===== config.mk =====
export PLATFORM = sky130hd
export DESIGN_NAME = conv3_stream_ctrl
export DESIGN_NICKNAME = d
export VERILOG_FILES = /design/src/rtl/conv3_pkg.sv /design/src/rtl/conv3_res_fifo.sv /design/src/rtl/conv3_stream_ctrl.sv
export SDC_FILE = /design/constraint.sdc
export NUM_CORES = 1
export LEC_CHECK = 0
export ABC_AREA = 1
export CORE_ASPECT_RATIO = 1.2
export CORE_UTILIZATION = 56
export DETAILED_ROUTE_END_ITERATION = 10
export PLACE_DENSITY = 0.91
export RECOVER_POWER = 50
export REMOVE_ABC_BUFFERS = 1
export SYNTH_ARGS = -nofsm -noshare
export SYNTH_HDL_FRONTEND = slang
export SYNTH_SLANG_ARGS = --single-unit

===== constraint.sdc =====
create_clock -name i_clk -period 6.9 [get_ports i_clk]
set_input_delay 1.725 -clock i_clk [delete_from_list [all_inputs] [get_ports i_clk]]
set_output_delay 1.725 -clock i_clk [all_outputs]
set_load 0.1 [all_outputs]

===== src/rtl/conv3_pkg.sv =====
// Shared definitions for the 3x3 convolution stream sequencer: FSM states,
// window geometry and the flattening rule used for kernel and window buses.
package conv3_pkg;

  typedef enum logic [2:0] {
    IDLE   = 3'd0,
    LOAD_K = 3'd1,
    STREAM = 3'd2,
    DRAIN  = 3'd3,
    DONE   = 3'd4
  } state_t;

  localparam int KSIZE          = 3;
  localparam int DATA_WIDTH_DEF = 5;

  // Datapath result width: nine full-width products plus growth headroom.
  function automatic int res_width(input int dw);
    return 2 * dw + 4;
  endfunction

  localparam int RES_W = res_width(DATA_WIDTH_DEF);

  // Element [r][c] of a 3x3 bus lives at slot r*3+c (slot 0 = oldest row/col).
  function automatic int kidx(input int r, input int c);
    return r * KSIZE + c;
  endfunction

endpackage


===== src/rtl/conv3_res_fifo.sv =====
// Small synchronous FIFO holding datapath results until the consumer takes
// them. Pushes while full and pops while empty are dropped.
module conv3_res_fifo
  import conv3_pkg::*;
#(
  parameter int WIDTH = RES_W,
  parameter int DEPTH = 4
) (
  input  logic                           clk,
  input  logic                           rst_n,
  input  logic                           push,
  input  logic [WIDTH-1:0]               wdata,
  input  logic                           pop,
  output logic [WIDTH-1:0]               rdata,
  output logic [$clog2(DEPTH+1)-1:0]     count,
  output logic                           empty,
  output logic                           full
);

  localparam int PW = (DEPTH > 1) ? $clog2(DEPTH) : 1;
  localparam int CW = $clog2(DEPTH + 1);
  localparam logic [PW-1:0] PTR_LAST = PW'(DEPTH - 1);

  logic [WIDTH-1:0] mem_r [DEPTH];
  logic [PW-1:0]    wr_ptr_r;
  logic [PW-1:0]    rd_ptr_r;
  logic [CW-1:0]    count_r;
  logic             do_push_s;
  logic             do_pop_s;

  assign empty     = (count_r == {CW{1'b0}});
  assign full      = (count_r == CW'(DEPTH));
  assign count     = count_r;
  assign rdata     = mem_r[rd_ptr_r];
  assign do_push_s = push && !full;
  assign do_pop_s  = pop && !empty;

  // Storage array; contents need no reset because count gates visibility.
  always_ff @(posedge clk) begin
    if (do_push_s) begin
      mem_r[wr_ptr_r] <= wdata;
    end
  end

  // Read/write pointers and occupancy; simultaneous push and pop keep count.
  always_ff @(posedge clk) begin
    if (!rst_n) begin
      wr_ptr_r <= {PW{1'b0}};
      rd_ptr_r <= {PW{1'b0}};
      count_r  <= {CW{1'b0}};
    end else begin
      if (do_push_s) begin
        wr_ptr_r <= (wr_ptr_r == PTR_LAST) ? {PW{1'b0}} : wr_ptr_r + PW'(1);
      end
      if (do_pop_s) begin
        rd_ptr_r <= (rd_ptr_r == PTR_LAST) ? {PW{1'b0}} : rd_ptr_r + PW'(1);
      end
      case ({do_push_s, do_pop_s})
        2'b10:   count_r <= count_r + CW'(1);
        2'b01:   count_r <= count_r - CW'(1);
        default: count_r <= count_r;
      endcase
    end
  end

endmodule


===== src/rtl/conv3_stream_ctrl.sv =====
// Raster-stream to 3x3 window sequencer for a fixed-latency convolution
// datapath. Buffers two image lines, issues one window per accepted pixel
// once a full window exists, and collects the results in a FIFO. Because the
// datapath cannot stall, pixels are only accepted while every result that
// could still arrive is guaranteed a FIFO slot.
module conv3_stream_ctrl
  import conv3_pkg::*;
#(
  parameter int DATA_WIDTH = DATA_WIDTH_DEF,
  parameter int IMG_W      = 8,
  parameter int IMG_H      = 8,
  parameter int DP_LAT     = 2,
  parameter int FIFO_DEPTH = 4
) (
  input  logic                        i_clk,
  input  logic                        i_rst_n,
  input  logic                        i_start,
  input  logic                        i_kernel_valid,
  input  logic [9*DATA_WIDTH-1:0]     i_kernel,
  input  logic                        i_pix_valid,
  input  logic [DATA_WIDTH-1:0]       i_pix,
  output logic                        o_pix_ready,
  output logic [9*DATA_WIDTH-1:0]     o_win,
  output logic [9*DATA_WIDTH-1:0]     o_kernel,
  input  logic [2*DATA_WIDTH+3:0]     i_conv_result,
  output logic                        o_res_valid,
  output logic [2*DATA_WIDTH+3:0]     o_res,
  input  logic                        i_res_ready,
  output logic                        o_busy,
  output logic                        o_done
);

  localparam int RW   = res_width(DATA_WIDTH);
  localparam int KW   = KSIZE * KSIZE * DATA_WIDTH;
  localparam int CW   = $clog2(IMG_W);
  localparam int ROWW = $clog2(IMG_H);
  localparam int FCW  = $clog2(FIFO_DEPTH + 1);

  localparam logic [CW-1:0]   COL_LAST = CW'(IMG_W - 1);
  localparam logic [ROWW-1:0] ROW_LAST = ROWW'(IMG_H - 1);
  localparam logic [CW-1:0]   COL_TWO  = CW'(2);
  localparam logic [ROWW-1:0] ROW_TWO  = ROWW'(2);

  state_t state_r;
  state_t next_s;

  logic [CW-1:0]   col_r;
  logic [ROWW-1:0] row_r;
  logic [KW-1:0]   kernel_r;
  logic [KW-1:0]   win_r;
  logic            busy_r;
  logic            done_r;

  // Line buffers: lb1 holds the previous row, lb2 the row before that.
  logic [DATA_WIDTH-1:0] lb1_r  [IMG_W];
  logic [DATA_WIDTH-1:0] lb2_r  [IMG_W];
  // Two most recent window columns, oldest at index 0.
  logic [DATA_WIDTH-1:0] hist_r [KSIZE][KSIZE-1];
  // Incoming column {row-2, row-1, current}.
  logic [DATA_WIDTH-1:0] col_s  [KSIZE];

  logic              issue_r;
  logic [DP_LAT-1:0] pipe_r;
  logic [7:0]        inflight_s;
  logic [7:0]        occ_s;

  logic [FCW-1:0]    fifo_count_s;
  logic              fifo_empty_s;
  logic              fifo_full_s;
  logic              fifo_push_s;
  logic              fifo_pop_s;

  logic              pix_ready_s;
  logic              accept_s;
  logic              issue_s;
  logic              last_s;
  logic              kload_s;

  assign kload_s     = (state_r == LOAD_K) && i_kernel_valid;
  assign occ_s       = 8'(fifo_count_s) + inflight_s;
  assign pix_ready_s = (state_r == STREAM) && (occ_s < 8'(FIFO_DEPTH)) && !fifo_full_s;
  assign accept_s    = i_pix_valid && pix_ready_s;
  assign issue_s     = accept_s && (row_r >= ROW_TWO) && (col_r >= COL_TWO);
  assign last_s      = accept_s && (row_r == ROW_LAST) && (col_r == COL_LAST);

  assign col_s[0] = lb2_r[IMG_W-1];
  assign col_s[1] = lb1_r[IMG_W-1];
  assign col_s[2] = i_pix;

  assign fifo_push_s = pipe_r[DP_LAT-1];
  assign fifo_pop_s  = !fifo_empty_s && i_res_ready;

  assign o_pix_ready = pix_ready_s;
  assign o_win       = win_r;
  assign o_kernel    = kernel_r;
  assign o_res_valid = !fifo_empty_s;
  assign o_busy      = busy_r;
  assign o_done      = done_r;

  // Results issued but not yet in the FIFO: issue flag plus the delay pipe.
  always_comb begin
    inflight_s = {7'd0, issue_r};
    for (int i = 0; i < DP_LAT; i++) begin
      inflight_s = inflight_s + {7'd0, pipe_r[i]};
    end
  end

  // Next-state logic for the frame sequencer.
  always_comb begin
    next_s = state_r;
    case (state_r)
      IDLE: begin
        if (i_start) begin
          next_s = LOAD_K;
        end else begin
          next_s = IDLE;
        end
      end
      LOAD_K: begin
        if (i_kernel_valid) begin
          next_s = STREAM;
        end else begin
          next_s = LOAD_K;
        end
      end
      STREAM: begin
        if (last_s) begin
          next_s = DRAIN;
        end else begin
          next_s = STREAM;
        end
      end
      DRAIN: begin
        if ((inflight_s == 8'd0) && fifo_empty_s) begin
          next_s = DONE;
        end else begin
          next_s = DRAIN;
        end
      end
      DONE:    next_s = IDLE;
      default: next_s = IDLE;
    endcase
  end

  // State register with busy/done registered from the next state so they
  // line up exactly with the state they describe.
  always_ff @(posedge i_clk) begin
    if (!i_rst_n) begin
      state_r <= IDLE;
      busy_r  <= 1'b0;
      done_r  <= 1'b0;
    end else begin
      state_r <= next_s;
      busy_r  <= (next_s != IDLE);
      done_r  <= (next_s == DONE);
    end
  end

  // Kernel latch: captured once per frame in LOAD_K.
  always_ff @(posedge i_clk) begin
    if (!i_rst_n) begin
      kernel_r <= {KW{1'b0}};
    end else if (kload_s) begin
      kernel_r <= i_kernel;
    end
  end

  // Raster position of the next pixel; restarts whenever a frame begins.
  always_ff @(posedge i_clk) begin
    if (!i_rst_n) begin
      col_r <= {CW{1'b0}};
      row_r <= {ROWW{1'b0}};
    end else if (kload_s) begin
      col_r <= {CW{1'b0}};
      row_r <= {ROWW{1'b0}};
    end else if (accept_s) begin
      if (col_r == COL_LAST) begin
        col_r <= {CW{1'b0}};
        row_r <= (row_r == ROW_LAST) ? {ROWW{1'b0}} : row_r + ROWW'(1);
      end else begin
        col_r <= col_r + CW'(1);
      end
    end
  end

  // Line buffers and column history shift only on an accepted pixel.
  always_ff @(posedge i_clk) begin
    if (accept_s) begin
      lb1_r[0] <= i_pix;
      lb2_r[0] <= lb1_r[IMG_W-1];
      for (int i = 1; i < IMG_W; i++) begin
        lb1_r[i] <= lb1_r[i-1];
        lb2_r[i] <= lb2_r[i-1];
      end
      for (int r = 0; r < KSIZE; r++) begin
        for (int c = 0; c < KSIZE - 2; c++) begin
          hist_r[r][c] <= hist_r[r][c+1];
        end
        hist_r[r][KSIZE-2] <= col_s[r];
      end
    end
  end

  // Window issue: register the full 3x3 window and track it down the
  // datapath latency so the matching result is captured on arrival.
  always_ff @(posedge i_clk) begin
    if (!i_rst_n) begin
      win_r   <= {KW{1'b0}};
      issue_r <= 1'b0;
      pipe_r  <= {DP_LAT{1'b0}};
    end else begin
      issue_r   <= issue_s;
      pipe_r[0] <= issue_r;
      for (int i = 1; i < DP_LAT; i++) begin
        pipe_r[i] <= pipe_r[i-1];
      end
      if (issue_s) begin
        for (int r = 0; r < KSIZE; r++) begin
          for (int c = 0; c < KSIZE - 1; c++) begin
            win_r[kidx(r, c)*DATA_WIDTH +: DATA_WIDTH] <= hist_r[r][c];
          end
          win_r[kidx(r, KSIZE-1)*DATA_WIDTH +: DATA_WIDTH] <= col_s[r];
        end
      end
    end
  end

  conv3_res_fifo #(
    .WIDTH (RW),
    .DEPTH (FIFO_DEPTH)
  ) u_res_fifo (
    .clk   (i_clk),
    .rst_n (i_rst_n),
    .push  (fifo_push_s),
    .wdata (i_conv_result),
    .pop   (fifo_pop_s),
    .rdata (o_res),
    .count (fifo_count_s),
    .empty (fifo_empty_s),
    .full  (fifo_full_s)
  );

endmodule


# After elaboration in Yosys (flattened, before gate mapping)

Memories as Yosys holds them, arrays and structs flattened. A register that Yosys moved wholly into a read port is not among the register bits.
Cells that the tools add are included.

Memory bits (writable): 166
Output and inout bits: 108
Flip-flop bits (word level): 111
Memories kept: 4

Memory list:

| name             | depth | width | rd ports | clocked after memory_dff | write ports | line                    | source |
|---|---|---|---|---|---|---|---|
| u_res_fifo.mem_r | 4     | 14    | 1        | 1                        | 1           | conv3_res_fifo.sv:24    | `logic [WIDTH-1:0] mem_r [DEPTH];` |
| lb1_r            | 8     | 5     | 8        | 0                        | 8           | conv3_stream_ctrl.sv:55 | `logic [DATA_WIDTH-1:0] lb1_r [IMG_W];` |
| lb2_r            | 8     | 5     | 8        | 0                        | 8           | conv3_stream_ctrl.sv:56 | `logic [DATA_WIDTH-1:0] lb2_r [IMG_W];` |
| hist_r           | 3     | 10    | 3        | 0                        | 3           | conv3_stream_ctrl.sv:58 | `logic [DATA_WIDTH-1:0] hist_r [KSIZE][KSIZE-1];` |

Equal/unequal tests: 11
Muxes and demuxes: 16
Reductions and logical operators: 21
Magnitude comparators: 3
Bitwise operators: 1
Add/sub/neg operators: 9

Operators with widths:

| kind                  | count |
|---|---|
| $eq A3 B3 Y1 const B  | 4 |
| $logic_and A1 B1 Y1   | 12 |
| $pmux W3 S4           | 1 |
| $mux W2               | 5 |
| $add A3 B1 Y3 const B | 3 |
| $mux W3               | 3 |
| $add A3 B8 Y8         | 1 |
| $logic_not A8 Y1      | 1 |
| $lt A8 B3 Y1 const B  | 1 |
| $eq A2 B2 Y1 const B  | 3 |
| $eq A3 B2 Y1 const B  | 2 |
| $ge A3 B2 Y1 const B  | 2 |
| $logic_not A3 Y1      | 2 |
| $mux W1               | 6 |
| $pmux W3 S2           | 1 |
| $add A2 B1 Y2 const B | 2 |
| $add A2 B1 Y3         | 1 |
| $eq A3 B1 Y1 const B  | 1 |
| $reduce_bool A3 Y1    | 1 |
| $sub A3 B1 Y3 const B | 1 |
| $add A1 B1 Y2         | 1 |
| $eq A2 B1 Y1 const B  | 1 |
| $logic_not A1 Y1      | 2 |
| $reduce_and A2 Y1     | 1 |
| other kinds (3)       | 3 |

# Depth between registers and ports, before layout

Word-level depth: 12
Mapped depth: 11
Mapped depth without buffers: 11

# By module

Synthesis repeated with hierarchy kept, for this count alone.

Cell total of the unflattened synthesis: 789
Area, all modules: 9,706.8 um^2

Modules (own cells, without submodules):

| module            | cells each | seq. area each (um^2) | area an instance (um^2) | times used |
|---|---|---|---|---|
| conv3_stream_ctrl | 583        | 4,784.6               | 6,990.5                 | 1 |
| conv3_res_fifo    | 206        | 1,861.8               | 2,716.4                 | 1 |

# Worst setup path after synthesis

Ideal clock, no wire load.

Kind: register to output
Start: reg (tool-made name)
End: out o_res[10]
Path buffers: 2
Arrival: 2.398 ns
Stages on the path, launching flop included: 5
Path slack: 2.777 ns
Cell sequence: dfxtp_1 -> clkbuf_1 -> clkbuf_1 -> nor2_1 -> o22ai_1

RTL lines:

| item      | line                    | source |
|---|---|---|
| to (decl) | conv3_stream_ctrl.sv:27 | `output logic [2*DATA_WIDTH+3:0] o_res,` |

==> impl_metrics.env <==
export IMPL_leakage_uw=0.00463
export IMPL_detail_route_wl_per_cell_um=15.4
export IMPL_final_antenna_net_count=0
export IMPL_synthCells=869
export IMPL_htreeDepth=1
export IMPL_ctsHoldBuffers=0
export IMPL_violations="capacitance limit, slew limit"
export IMPL_synth_distinct_cells=32
export IMPL_drt_iter0_drc=452
export IMPL_required_ns=5.18
export IMPL_routabilityCongestion=0.753
export IMPL_antenna_cells=0
export IMPL_insertion_delay_ns=0.53
export IMPL_finClkSkew_ns=0.0203
export IMPL_topRoutingLayerUsed="met4"
export IMPL_final_common_cell="nor2_1"
export IMPL_power_density_mw_per_mm2=303
export IMPL_first_global_vias=6313
export IMPL_die_height_um=144
export IMPL_maxSlewViolCount=200
export IMPL_avgSynthCellArea_um2=10.9
export IMPL_routed_wirelength_um=19600
export IMPL_yosysSeqAreaShare_pct=70.2
export IMPL_fp_row_count=51
export IMPL_port_buffers=177
export IMPL_cts_buffers=25
export IMPL_grt_max_degree=102
export IMPL_cts_tree="yes"
export IMPL_wl_met3_um=1560
export IMPL_r2r_start="issue_r"
export IMPL_routed_wl_met2_um=9580
export IMPL_place_area_mm2=0.0113
export IMPL_start_util_pct=57.7
export IMPL_drt_pre_antenna_iters=4
export IMPL_vias=6679
export IMPL_tns_ns=0
export IMPL_overflow=0
export IMPL_netlist_area_mm2=0.00946
export IMPL_clk_path_buf_depth=3
export IMPL_drc=0
export IMPL_crit_end="o_res[5]"
export IMPL_ctsResizeCount=0
export IMPL_core_area_mm2=0.0164
export IMPL_wl_met1_um=8060
export IMPL_hold_viol_final=0
export IMPL_final_nets=1121
export IMPL_cts_root_buf="clkbuf_16"
export IMPL_ys_seq_elements=259
export IMPL_fmax_ghz=0.181
export IMPL_clkTransAtPathRegs_ns=0.06
export IMPL_final_core_util_pct=74.5
export IMPL_r2r_cells=8
export IMPL_place_hpwl_um=12100
export IMPL_fin_crit_sh_pct=80.1
export IMPL_cts_sinks=259
export IMPL_status="finished with violations"
export IMPL_ir_worst_vdd_uv=273
export IMPL_die_x_um=121
export IMPL_antenna_found_initial=0
export IMPL_design_area_mm2=0.0122
export IMPL_worst_slew_pin_slew_ns=4.01
export IMPL_setup_viol_count_final=0
export IMPL_nFillCells=1067
export IMPL_cp_max_fo=29
export IMPL_die_area_mm2=0.0174
export IMPL_avgViaCountPerCell=5.27
export IMPL_max_cap_violations=3
export IMPL_slew_headroom_pct=-167
export IMPL_yosysWarnings=0
export IMPL_rsz0062_at_grt="no"
export IMPL_worstPathArrival_ns=3.80
export IMPL_critPathCaptureType="primary output"
export IMPL_postCtsSetupBuffers=0
export IMPL_area_delta_synth_final_pct=29.2
export IMPL_crit_type="flip-flop to primary output"
export IMPL_hp_class="flip-flop to flip-flop"
export IMPL_ios=178
export IMPL_gr_usage_all_layers_pct=22.6
export IMPL_drive_gt1_share_pct=5.40
export IMPL_ff2ff_setup_slack_ns=2.16
export IMPL_layout_min_cycle_time_ns=5.52
export IMPL_grt_pass1_wl_um=31000
export IMPL_rr_endpoint="lb2_r[1][9]"
export IMPL_worstSetupStartpointType="flip-flop"
export IMPL_mostFrequentLayoutCells="nor2_1 (234), clkdlybuf4s50_1 (156), edfxtp_1 (146)"
-- stage by stage --
| step | instances | hold slack [ns] | setup WS [ns] | total power [uW] |
|---|---|---|---|---|
| 2_1_floorplan | 824 | 0.400 | 2.28 | 2100 |
| 3_3_place_gp | 1222 | 0.402 | 2.13 | 2260 |
| 3_5_place_dp | 1222 | 0.405 | 1.95 | 2270 |
| 4_1_cts | 1268 | 0.415 | 1.35 | 3740 |
| 5_1_grt | 1268 | 0.426 | 1.10 | 3820 |
| 6_report | 1268 | 0.416 | 1.38 | 3710 |
-- routing by layer --
layer  track usage [%]  up-vias
met4              6.82        0
met2              38.5      248
met5                 0        -
li1                  -     3239
met1              28.2     3164
met3              5.99       28
-- critical path, cell delays in order, from the launching register on --
cell and delay [ns]:
dfxtp_1 0.89, clkinv_1 0.81, o21ai_0 0.49, o22ai_1 0.11
clkdlybuf4s50_1 0.98
-- synthesized netlist by cell type (all sizes together) --
cell	instances	area, um^2
inv	77	289
nor2	237	916
a211oi	1	7.51
o22ai	14	87.6
fa	2	40.0
a21boi	1	7.51
nand4	47	294
a31oi	1	6.26
edfxtp	146	4380
o21ai	81	405
o211a	1	10.0
ha	12	150
a21oi	9	56.3
nand2	73	282
dfxtp	113	2260
buf	20	123
nor3	2	10.0
clkbuf	25	93.8
nor4	1	6.26
nand3	5	30.0
clkinv	1	3.75
-- area by class of cell --
cell class | count | area (um^2) | area share [%]
sequential | 259 | 6650 | 54.4
clock buffer | 33 | 718 | 5.88
multi-input combinational | 487 | 2310 | 18.9
clock inverter | 13 | 188 | 1.54
timing repair buffer | 186 | 1800 | 14.7
tap | 212 | 265 | 2.17
inverter | 78 | 295 | 2.42
-- kinds of logic (layout without fill, tap and decap cells) --
| kind of cell | after synthesis | count (layout) | share of synthesized area (%) |
|---|---|---|---|
| compound gates | 108 | 108 | 6.13 |
| fa+ha+maj | 14 | 14 | 2.01 |
| buf+inv | 123 | 310 | 5.38 |
| flops | 259 | 259 | 70.2 |
| simple gates | 365 | 365 | 16.2 |
-- flip-flops by register name, summed over array words and instances (netlist names), 2 cells and up, named ones only --
name                 count
o_kernel                45
o_win                   45
u_res_fifo.wr_ptr_r      2
hist_r                  28
u_res_fifo.count         3
lb1_r                   31
u_res_fifo.rd_ptr_r      2
lb2_r                   31
col_r                    3
row_r                    3
pipe_r                   2
state_r                  3
u_res_fifo.mem_r        56
-- power by group --
group          total (uW)  switching (uW)  leakage (uW)  internal (uW)
combinational         552             411       0.00194            141
sequential           1690            27.3       0.00223           1660
clock                1470             578      0.000451            891
total                3710            1020       0.00463           2690
-- worst min-delay path by stage --
stage	from	cells past startpoint	to
3_5_place_dp	lb1_r[0][15]	0	lb1_r[1][0]
5_1_grt	lb1_r[0][19]	0	lb1_r[1][4]
6_report	lb2_r[1][9]	0	lb2_r[1][14]
4_1_cts	lb1_r[1][12]	0	lb1_r[1][17]
3_3_place_gp	lb2_r[0][10]	0	lb2_r[0][15]
2_1_floorplan	lb1_r[0][10]	0	lb1_r[0][15]
Power figures use the tool's default switching activity.
